File: src/rtl/arb_pkg.sv
// Shared definitions for the memory-port arbiter: FSM state encoding and port-owner codes.
// No ports; this package is imported by mem_port_arbiter.
// Owner codes double as the select value of the steering muxes.
package arb_pkg;

   typedef enum logic [1:0] {
      ST_IDLE   = 2'd0,
      ST_BUSY_0 = 2'd1,
      ST_BUSY_1 = 2'd2
   } arb_state_e;

   // Owner of the memory port; also the mux select value.
   localparam logic OWN_IF  = 1'b0;   // instruction fetch (requester 0)
   localparam logic OWN_MEM = 1'b1;   // data load/store (requester 1)

endpackage

File: src/rtl/MUX_2.sv
// Generic 2-input select mux, width-parameterised.
// Ports: In_0 / In_1 data inputs, In_Sel select (1 picks In_1), Out_Data result.
// Purely combinational: zero latency, no flow control.
module MUX_2 #(
   parameter int WIDTH = 32
) (
   input  logic [WIDTH-1:0] In_0,
   input  logic [WIDTH-1:0] In_1,
   input  logic             In_Sel,
   output logic [WIDTH-1:0] Out_Data
);

   assign Out_Data = In_Sel ? In_1 : In_0;

endmodule

File: src/rtl/mem_port_arbiter.sv
// Round-robin arbiter sharing one memory port between fetch (req 0, read-only) and load/store (req 1).
// Latency: grant registered one cycle after req is seen; done_x is combinational on mem_ready (min 2 cycles).
// Backpressure: requesters hold req until done_x; memory stalls the busy state by holding mem_ready low.
// Ports: req_x/addr_x (+ we_1/wdata_1) from requesters, done_x/rdata back; mem_* to the memory model;
//        sel is the current owner; err is a timeout abort pulse.
// Optional feature: define ARB_TIMEOUT_EN to abort a busy state after TIMEOUT cycles without mem_ready.
module mem_port_arbiter
   import arb_pkg::*;
#(
   parameter int WIDTH      = 32,
   parameter int ADDR_WIDTH = 32,
   parameter int TIMEOUT    = 16
) (
   input  logic                  clk,
   input  logic                  rstn,
   input  logic                  req_0,
   input  logic [ADDR_WIDTH-1:0] addr_0,
   input  logic                  req_1,
   input  logic [ADDR_WIDTH-1:0] addr_1,
   input  logic                  we_1,
   input  logic [WIDTH-1:0]      wdata_1,
   output logic                  done_0,
   output logic                  done_1,
   output logic [WIDTH-1:0]      rdata,
   output logic                  mem_req,
   output logic [ADDR_WIDTH-1:0] mem_addr,
   output logic                  mem_we,
   output logic [WIDTH-1:0]      mem_wdata,
   input  logic [WIDTH-1:0]      mem_rdata,
   input  logic                  mem_ready,
   output logic                  sel,
   output logic                  err
);

   // A limit below 2 would leave no cycle for the memory to answer.
   if (TIMEOUT < 2) begin : g_bad_timeout
      $error("mem_port_arbiter: TIMEOUT must be at least 2");
   end

   arb_state_e state_q;
   logic       sel_q;
   logic       last_q;      // owner of the most recent completed/aborted access
   logic       mem_req_q;
   logic       busy;
   logic       abort;

   assign busy = (state_q == ST_BUSY_0) || (state_q == ST_BUSY_1);

`ifdef ARB_TIMEOUT_EN
   localparam int CNT_W = (TIMEOUT > 2) ? $clog2(TIMEOUT) : 1;
   logic [CNT_W-1:0] cnt_q;

   // mem_ready on the limit cycle wins over the abort.
   assign abort = busy && !mem_ready && (cnt_q == CNT_W'(TIMEOUT - 1));
`else
   assign abort = 1'b0;
`endif

   assign err = abort;

   always_ff @(posedge clk or negedge rstn) begin
      if (!rstn) begin
         state_q   <= ST_IDLE;
         sel_q     <= OWN_IF;
         last_q    <= OWN_MEM;   // requester 0 wins the first tie
         mem_req_q <= 1'b0;
`ifdef ARB_TIMEOUT_EN
         cnt_q     <= '0;
`endif
      end else begin
         case (state_q)
            ST_IDLE: begin
               // Requester 0 wins if alone, or in a tie when requester 1 went last.
               if (req_0 && (!req_1 || (last_q == OWN_MEM))) begin
                  state_q   <= ST_BUSY_0;
                  sel_q     <= OWN_IF;
                  mem_req_q <= 1'b1;
               end else if (req_1) begin
                  state_q   <= ST_BUSY_1;
                  sel_q     <= OWN_MEM;
                  mem_req_q <= 1'b1;
               end
`ifdef ARB_TIMEOUT_EN
               cnt_q <= '0;
`endif
            end
            ST_BUSY_0, ST_BUSY_1: begin
               // Completion and abort both return through IDLE, giving the one-cycle bubble.
               if (mem_ready || abort) begin
                  last_q    <= sel_q;
                  state_q   <= ST_IDLE;
                  mem_req_q <= 1'b0;
               end
`ifdef ARB_TIMEOUT_EN
               else begin
                  cnt_q <= cnt_q + CNT_W'(1);
               end
`endif
            end
            default: begin
               state_q   <= ST_IDLE;
               mem_req_q <= 1'b0;
            end
         endcase
      end
   end

   assign sel     = sel_q;
   assign mem_req = mem_req_q;
   assign done_0  = (state_q == ST_BUSY_0) && mem_ready;
   assign done_1  = (state_q == ST_BUSY_1) && mem_ready;
   assign rdata   = mem_rdata;

   MUX_2 #(.WIDTH(ADDR_WIDTH)) u_addr_mux (
      .In_0     (addr_0),
      .In_1     (addr_1),
      .In_Sel   (sel_q),
      .Out_Data (mem_addr)
   );

   // Requester 0 never writes, so its data leg is zero.
   MUX_2 #(.WIDTH(WIDTH)) u_wdata_mux (
      .In_0     ('0),
      .In_1     (wdata_1),
      .In_Sel   (sel_q),
      .Out_Data (mem_wdata)
   );

   MUX_2 #(.WIDTH(1)) u_we_mux (
      .In_0     (1'b0),
      .In_1     (we_1),
      .In_Sel   (sel_q),
      .Out_Data (mem_we)
   );

endmodule
File: config.mk
export PLATFORM = sky130hd
export DESIGN_NAME = mem_port_arbiter
export DESIGN_NICKNAME = d
export VERILOG_FILES = /design/src/rtl/arb_pkg.sv /design/src/rtl/MUX_2.sv /design/src/rtl/mem_port_arbiter.sv
export SDC_FILE = /design/constraint.sdc
export NUM_CORES = 1
export LEC_CHECK = 0
export ABC_AREA = 1
export CORE_AREA = 2 2 92 94
export DETAILED_ROUTE_END_ITERATION = 8
export DIE_AREA = 0 0 94 96
export PLACE_DENSITY = 0.66
export SLEW_MARGIN = 20
export SYNTH_ARGS = -nofsm -noshare
export SYNTH_HDL_FRONTEND = slang
export SYNTH_SLANG_ARGS = --single-unit
export TNS_END_PERCENT = 5
File: constraint.sdc
create_clock -name clk -period 1.45 [get_ports clk]
set_clock_uncertainty 0.2 [all_clocks]
set_input_delay 0.29 -clock clk [delete_from_list [all_inputs] [get_ports clk]]
set_output_delay 0.29 -clock clk [all_outputs]
set_load 0.02 [all_outputs]
# --- Word-level counts from Yosys, hierarchy flattened ---
# Cells that the tools add are included.
totals:
  inputBits: 134
  output_inout_bits: 102
  regBits: 5
op_classes:
  n_mux: 12
  n_eq_ne: 4
  n_reduce_logical: 11
op_table:
  columns: ["operator", "count"]
  rows:
  - ["two-way mux 32 bit", 2]
  - ["two-way mux 2 bit", 3]
  - ["AND reduction 2 bit", 3]
  - ["two-way mux 1 bit", 5]
  - ["case mux 2 bit (2 select lines)", 1]
  - ["logical AND 1 bit", 3]
  - ["!= test 3 bit (second input constant)", 1]
  - ["equality test 2 x 1 -> 1 bit (second input constant)", 1]
  - ["equality test 2 bit (second input constant)", 1]
  - ["zero test 2 bit", 1]
  - ["!= test 2 bit (second input constant)", 1]
  - ["case mux 1 bit (2 select lines)", 1]
  - ["nonzero test 2 bit", 1]
  - ["OR reduction 2 bit", 1]
  - ["zero test 1 bit", 1]
  - ["logical OR 1 bit", 1]

# --- Logic depth before layout (Yosys ltp) ---
# Gate-level depths: netlist (run 1).
depth:
  ltp_word: 5
  depth_mapped: 7
  mapped_depth_nobuf: 7

# --- Cells and area by module ---
# Synthesis (run 1) repeated with hierarchy kept, for this count alone.
unflattened:
  cells_unflattened: 293
  area_unflattened_um2: 1582.8
by_module_without_submodules:
  columns: ["mod", "area_per_inst_um2", "instances", "seq_area_each_um2", "cells_per_inst"]
  rows:
  - ["MUX_2 (u_addr_mux ...)", 491.7, 2, 0.0, 104]
  - ["mem_port_arbiter", 584.3, 1, 126.4, 81]
  - ["MUX_2 (u_we_mux)", 15.0, 1, 0.0, 4]

# --- Least setup slack after synthesis (run 1) ---
# Ideal clock, no wire load.
synth_timing:
  path_kind: "register to output"
  startpoint: "register sel_q, in the netlist sel"
  endpoint: "output port mem_addr[14]"
  path_stages_with_launch: 5
  arrival_time_ps: 1021
  path_slack_ps: -61
  path_buffers: 2
  path_cell_list: "dfrtp_1 -> buf_4 -> buf_4 -> nand2_1 -> nand2_1"
synth_via:
  elab_chain_cells: 1
synth_lines:
  columns: ["item", "line_no", "rtl"]
  rows:
  - ["start, declared", "mem_port_arbiter.sv:41", "logic sel_q;"]
  - ["start signal, assigned", "mem_port_arbiter.sv:64", "sel_q <= OWN_IF;"]
  - ["start signal, assigned", "mem_port_arbiter.sv:76", "sel_q <= OWN_IF;"]
  - ["start signal, assigned", "mem_port_arbiter.sv:80", "sel_q <= OWN_MEM;"]
  - ["two-way mux 32 bit", "MUX_2.sv:13", "assign Out_Data = In_Sel ? In_1 : In_0;"]
  - ["end, declared", "mem_port_arbiter.sv:26", "output logic [ADDR_WIDTH-1:0] mem_addr,"]
# Every way passes these cells.

# --- Worst setup path in the final report (run 1) ---
layout_timing:
  startpoint: "register sel_q, in the netlist sel"
  endpoint: "output port mem_addr[7]"
# The elaborated chain is that of the path after synthesis.

==> impl_metrics.json, run 1 <==
{
  "outcome": "complete, but fails checks",
  "violations": "setup timing",
  "grt_pass1_wl_um": 8240,
  "worstSetupStartpointType": "flip-flop",
  "area_delta_synth_final_pct": 154,
  "gr-total-overflow": 0,
  "cp.arrival_ns": 1.27,
  "min_path_type": "input port to asynchronous set/reset pin",
  "dp_hpwl_um": 4740,
  "max_stage_delay_ns": 0.48,
  "slew_viol_final": 0,
  "post_drt_wl_per_cell_um": 12.2,
  "vdd_drop_max_v": 0.00133,
  "die-area_sq_mm": 0.00902,
  "path_buf_inv": 3,
  "power.share.clock_pct": 4.9,
  "cts_sinks": 5,
  "grt_setup_unrepaired": "yes",
  "num_antenna_cells": 0,
  "cts_buffers": 3,
  "ctsHoldBuffers": 0,
  "coreArea_sq_mm": 0.00805,
  "worstSetupPathType": "flip-flop to primary output",
  "syn_inst": 251,
  "clk_path_buf_depth": 2,
  "ios": 236,
  "setup_viol": 69,
  "die-width_um": 94,
  "port_buffers": 170,
  "pwr-share-seq_pct": 5.8,
  "synth_area_per_cell_sq_um": 4.95,
  "ys_types": 13,
  "path_clk_slew_ns": 0.04,
  "utilization_pct": 39.3,
  "leakage_nw": 1.74,
  "fin_crit_ns": 1.76,
  "yosysWarnings": 0,
  "grt_pass1_vias": 1655,
  "vias_per_cell": 3.77,
  "required_ns": 0.96,
  "cts_tree": "done",
  "drtIter0Drc": 33,
  "reg2reg_slack_ns": 0,
  "fillers": 799,
  "syn_area_sq_mm": 0.00124,
  "drive_above_1_share_pct": 30.1,
  "swShare_pct": 48.3,
  "tns_ns": -16.36,
  "synth_top_area_share_pct": 43.5,
  "finalWorstSetupSlack_ns": -0.311,
  "wirelength_um": 6120,
  "powerDensity_mw_per_mm2": 1700,
  "end_kind": "primary output",
  "ys_ff_latch": 5,
  "max_cap_viol_count": 0,
  "intPower_mw": 2.78,
  "syn_nets": 389,
  "critical-path-top-delay-family": "flip-flops",
  "yosysSeqAreaShare_pct": 10.2,
  "rows": 33,
  "antenna_found_initial": 0,
  "pre_cts_slack_ns": -0.599,
  "clock.fmax_mhz": 568,
  "gr-usage-all-layers_pct": 11.5,
  "dr.pass1.iters": 4,
  "crit_slowest_cell": "dfrtp_2",
  "synthTopCellsByArea": "nand2_1, buf_4, inv_1",
  "cpMostUsedCell": "nand2_1",
  "root_buffer": "clkbuf_8",
  "vias": 1884,
  "die_h_um": 96,
  "synth_largest_area_cell": "nand2_1",
  "h-tree-depth": 1,
  "switchingPower_mw": 2.60,
  "grt_max_degree": 38,
  "drc": 0,
  "antenna_left": 0,
  "post-route-period-util_pct": 121,
  "critPathMaxFanout": 18,
  "hold_violations": 0,
  "clk_latency_ns": 0.23,
  "initial_core_util_pct": 15.4,
  "pwr-share-comb_pct": 89.3,
  "fin_nets": 534,
  "path_cells": "buf_12, clkbuf_16, nand2_1, nand2_1, buf_6",
  "place.gp.congestion": 0.812
}
kinds of logic after synthesis:
family	synth area share, %
buffers and inverters	38.2
AND/OR/NAND/NOR	45.6
AO/OA/AOI/OAI	1.71
other	0.302
adder cells (fa/ha/maj)	4.02
flip-flops	10.2
flip-flops by register name (all words and copies together), names as in the netlist:
| register | count |
|---|---|
| last_q | 1 |
| mem_req | 1 |
| sel | 1 |
| state_q | 2 |
routing by layer:
layer | up-vias | track usage [%] | share of wire, %
li1 | 964 | - | -
met1 | 811 | 12.4 | 34
met2 | 94 | 20.6 | 53
met3 | 15 | 4.86 | 11
met4 | 0 | 3.02 | 1.5
met5 | - | 0 | 0
area by class of cell:
cell class	instances	area, sq um	share of cell area [%]
multi-input cells	159	713	22.6
well taps	105	131	4.16
flip-flops and latches	5	128	4.04
inverters	44	168	5.30
clock buffers	4	45.0	1.43
repair buffers	183	1980	62.5
per-stage QoR:
stage | total power, mW | hold slack [ns] | instance area [sq um] | cells
detailed placement | 4.26 | 0.285 | 2850 | 491
global route | 5.76 | 0.0986 | 3160 | 500
floorplan | 2.48 | -0.206 | 1250 | 251
global placement | 4.22 | 0.266 | 2850 | 491
finish | 5.38 | 0.0800 | 3160 | 500
CTS | 5.15 | 0.0832 | 3070 | 497
cell usage in the layout, fill, tap and decap left out, drive strengths merged:
master         netlist  layout
nand2              144     144
clkdlybuf4s50        0     101
buf                 43      80
inv                 44      44
clkbuf               0       5
nor2                 4       4
dfrtp                4       4
ha                   4       4
a21oi                3       3
nand3                1       1
a31oi                1       1
nand4                1       1
conb                 1       1
dfstp                1       1
dlygate4sd2          0       1
power groups by stage:
stage,Clock (mW),Combinational (mW),Sequential (mW)
floorplan,0,2.18,0.300
global placement,0,3.95,0.268
detailed placement,0,3.98,0.273
CTS,0.269,4.58,0.296
global route,0.282,5.16,0.321
finish,0.264,4.80,0.312
what timing repair did:
item / in CTS / in global routing
endpoints found under the setup margin: 73 / 72
resized for setup: 421 / 33
pin swaps: 1 / 3
gates cloned: 1 / 1
buffers inserted: 1 / 3
synth_stat cells:
cell	number
ha_1	4
inv_1	44
nand3_1	1
a31oi_1	1
conb_1	1
nand4_1	1
nor2_1	4
nand2_1	144
buf_4	38
dfrtp_1	4
buf_2	5
a21oi_1	3
dfstp_2	1
worst paths after layout:
kind	startpoint	end	depth (start not counted)
max reg2reg	state_q[0]	state_q[0]	8
min	rstn	state_q[0]	1
max	sel	mem_addr[7]	5
min in group clk	mem_req	mem_req	2
max in group asynchronous	rstn	last_q	1
min reg2reg	mem_req	mem_req	2
No activity file was read; power rests on OpenSTA's default activity.
==> inputs of run 2 (changes only) <==
--- a/config.mk
+++ b/config.mk
@@ -7,8 +7,8 @@
 export LEC_CHECK = 0
 export ABC_AREA = 1
-export CORE_AREA = 2 2 92 94
+export CORE_AREA = 2 2 90 92
 export DETAILED_ROUTE_END_ITERATION = 8
-export DIE_AREA = 0 0 94 96
-export PLACE_DENSITY = 0.66
+export DIE_AREA = 0 0 92 94
+export DONT_BUFFER_PORTS = 1
 export SLEW_MARGIN = 20
 export SYNTH_ARGS = -nofsm -noshare
==> constraint.sdc (replaced) <==
create_clock -name clk -period 1.45 [get_ports clk]
set_clock_uncertainty 0.2 [all_clocks]
set_input_delay 0.2175 -clock clk [delete_from_list [all_inputs] [get_ports clk]]
set_output_delay 0.2175 -clock clk [all_outputs]
set_load 0.02 [all_outputs]
==> run 2 against run 1 <==
The run still ends with setup timing left. Routed wire length shrank 15%. Highest routed layer unchanged. Hold slack lost 0.072 ns. Setup slack gained 0.16 ns. Critical path type unchanged. Count of clock-buffer cells in the layout is the same.
==> impl_metrics.json, run 2 (synthesis gave the netlist of run 1 again) <==
{
  "outcome": "complete, but fails checks",
  "violations": "setup timing",
  "path_buf_inv": 2,
  "fillers": 875,
  "finalInstanceArea_sq_mm": 0.00159,
  "cts_sinks": 5,
  "gr-total-overflow": 0,
  "required_ns": 1.03,
  "fin_nets": 363,
  "end_kind": "primary output",
  "clock.fmax_mhz": 626,
  "gr-usage-all-layers_pct": 9.83,
  "drc": 0,
  "min_path_type": "input port to flip-flop",
  "crit_slowest_cell": "dfrtp_2",
  "area_delta_synth_final_pct": 27.6,
  "utilization_pct": 20.9,
  "antenna_left": 0,
  "largest_reg_flops": 2,
  "power.share.clock_pct": 6.5,
  "coreArea_sq_mm": 0.00761,
  "die-area_sq_mm": 0.00865,
  "path_clk_slew_ns": 0.04,
  "powerDensity_mw_per_mm2": 2590,
  "cts_buffers": 3,
  "placedCellCount": 313,
  "pwr-share-comb_pct": 85.6,
  "vias_per_cell": 4.13,
  "rows": 32,
  "place.gp.congestion": 0.684,
  "placed_cell_area_sq_mm": 0.00111,
  "path_cells": "buf_6, clkbuf_16, nand2_2, nand2_4",
  "setup_viol": 67,
  "clk_latency_ns": 0.22,
  "final_cell_mix": "nand2_1, nand2_2, inv_2",
  "post-route-period-util_pct": 110,
  "vias": 1346,
  "clk_path_buf_depth": 2,
  "die_h_um": 94,
  "intPower_mw": 1.53,
  "h-tree-depth": 1,
  "slew_viol_final": 0,
  "cp.arrival_ns": 1.18,
  "holdWs_ns": 0.00813,
  "fin_total_pwr_mw": 4.10,
  "ios": 236,
  "cts_tree": "done",
  "critical-path-top-delay-family": "flip-flops",
  "drtIter0Drc": 52,
  "initial_core_util_pct": 16.3,
  "vdd_drop_max_v": 0.00135,
  "max_stage_delay_ns": 0.46,
  "leakage_nw": 0.928,
  "swShare_pct": 62.8,
  "grt_pass1_vias": 1232,
  "wirelength_um": 5230,
  "max_cap_viol_count": 0,
  "drive_above_1_share_pct": 50.0,
  "antenna_found_initial": 0,
  "grt_setup_unrepaired": "yes",
  "fin_crit_ns": 1.60,
  "finalNonFillerCells": 326,
  "root_buffer": "clkbuf_8",
  "grt_pass1_wl_um": 6440,
  "worstSetupPathType": "flip-flop to primary output",
  "switchingPower_mw": 2.58,
  "top_register": "state_q",
  "post_drt_wl_per_cell_um": 16.1,
  "hold_violations": 0,
  "num_antenna_cells": 0,
  "finalWorstSetupSlack_ns": -0.146,
  "dr.pass1.iters": 4,
  "worstSetupStartpointType": "flip-flop",
  "critPathMaxFanout": 8,
  "port_buffers": 0,
  "die-width_um": 92,
  "pwr-share-seq_pct": 7.9,
  "final_common_cell": "nand2_1",
  "grt_max_degree": 33,
  "dp_hpwl_um": 3240
}
==> run 2: cell types whose count changed in the layout (fill, tap and decap cells not counted), moves of 2 or more <==
| cell | previous run | this run |
|---|---|---|
| buf_4 | 3 | 0 |
| buf_16 | 0 | 2 |
| nand2_4 | 4 | 15 |
| buf_12 | 5 | 3 |
| clkdlybuf4s50_1 | 101 | 0 |
| dlygate4sd3_1 | 0 | 2 |
| inv_2 | 16 | 28 |
| buf_6 | 70 | 3 |
| inv_4 | 1 | 9 |
| inv_1 | 27 | 6 |
| nand2_2 | 9 | 43 |
| nand2_1 | 131 | 86 |
==> run 2: repair_timing <==
action	CTS	global route
buffers inserted	3	0
endpoints found under the setup margin	67	70
gates cloned	3	2
hold endpoints to repair	6	0
pin swaps	21	14
gates resized for setup	78	51
hold buffers	2	0
==> run 2: metrics by stage <==
stage                     setup slack, ns  TNS, ns
after floorplan                    0.0110        0
after global placement             0.0677        0
after detailed placement           0.0209        0
after CTS                          -0.147    -8.30
after global routing               -0.178    -8.68
final                              -0.146    -6.08
==> run 2: worst paths after layout <==
| kind | start | depth (start not counted) | endpoint | slack, ns |
|---|---|---|---|---|
| max in group asynchronous | rstn | 1 | last_q | 0.68 |
| max | sel | 4 | mem_addr[11] | -0.15 |
| min | req_0 | 3 | state_q[1] | 0.008 |
| max reg2reg | state_q[0] | 6 | mem_req | 0.10 |
| min in group asynchronous | rstn | 1 | state_q[1] | 0.10 |
| min reg2reg | last_q | 2 | last_q | 0.33 |
==> run 2: power groups by stage <==
stage	Combinational (mW)	Sequential (mW)	Clock, mW
floorplan	2.16	0.297	0
global placement	2.32	0.294	0
detailed placement	2.36	0.298	0
CTS	3.13	0.314	0.269
global route	3.79	0.331	0.280
finish	3.51	0.325	0.266
==> run 2: cell type report <==
type | count | area [sq um] | share of cell area (%)
Multi-Input combinational cell | 159 | 875 | 55.1
Timing Repair Buffer | 12 | 219 | 13.8
Inverter | 44 | 193 | 12.1
Sequential cell | 5 | 128 | 8.04
Tap cell | 102 | 128 | 8.04
Clock buffer | 4 | 45.0 | 2.84
==> run 2: worst register-to-register path, stage by stage (launching register included) <==
cell and delay (ns):
dfrtp_1 0.40, inv_2 0.11, ha_4 0.22, nand2_2 0.09, nand2_1 0.09, nand2_1 0.07
nand2_1 0.05
==> run 2: layer usage <==
metal / track usage (%) / up-vias / part of all wire, %
met2: 17.0 / 88 / 52
met4: 5.47 / 0 / 3.2
met1: 11.6 / 611 / 37
met5: 0 / - / 0
li1: - / 631 / -
met3: 1.44 / 16 / 7.2
==> inputs of run 3 (changes only) <==
- CAP_MARGIN: not set -> 20
==> results of run 3 <==
Final layout, timing and power as in run 2 (identical DEF).
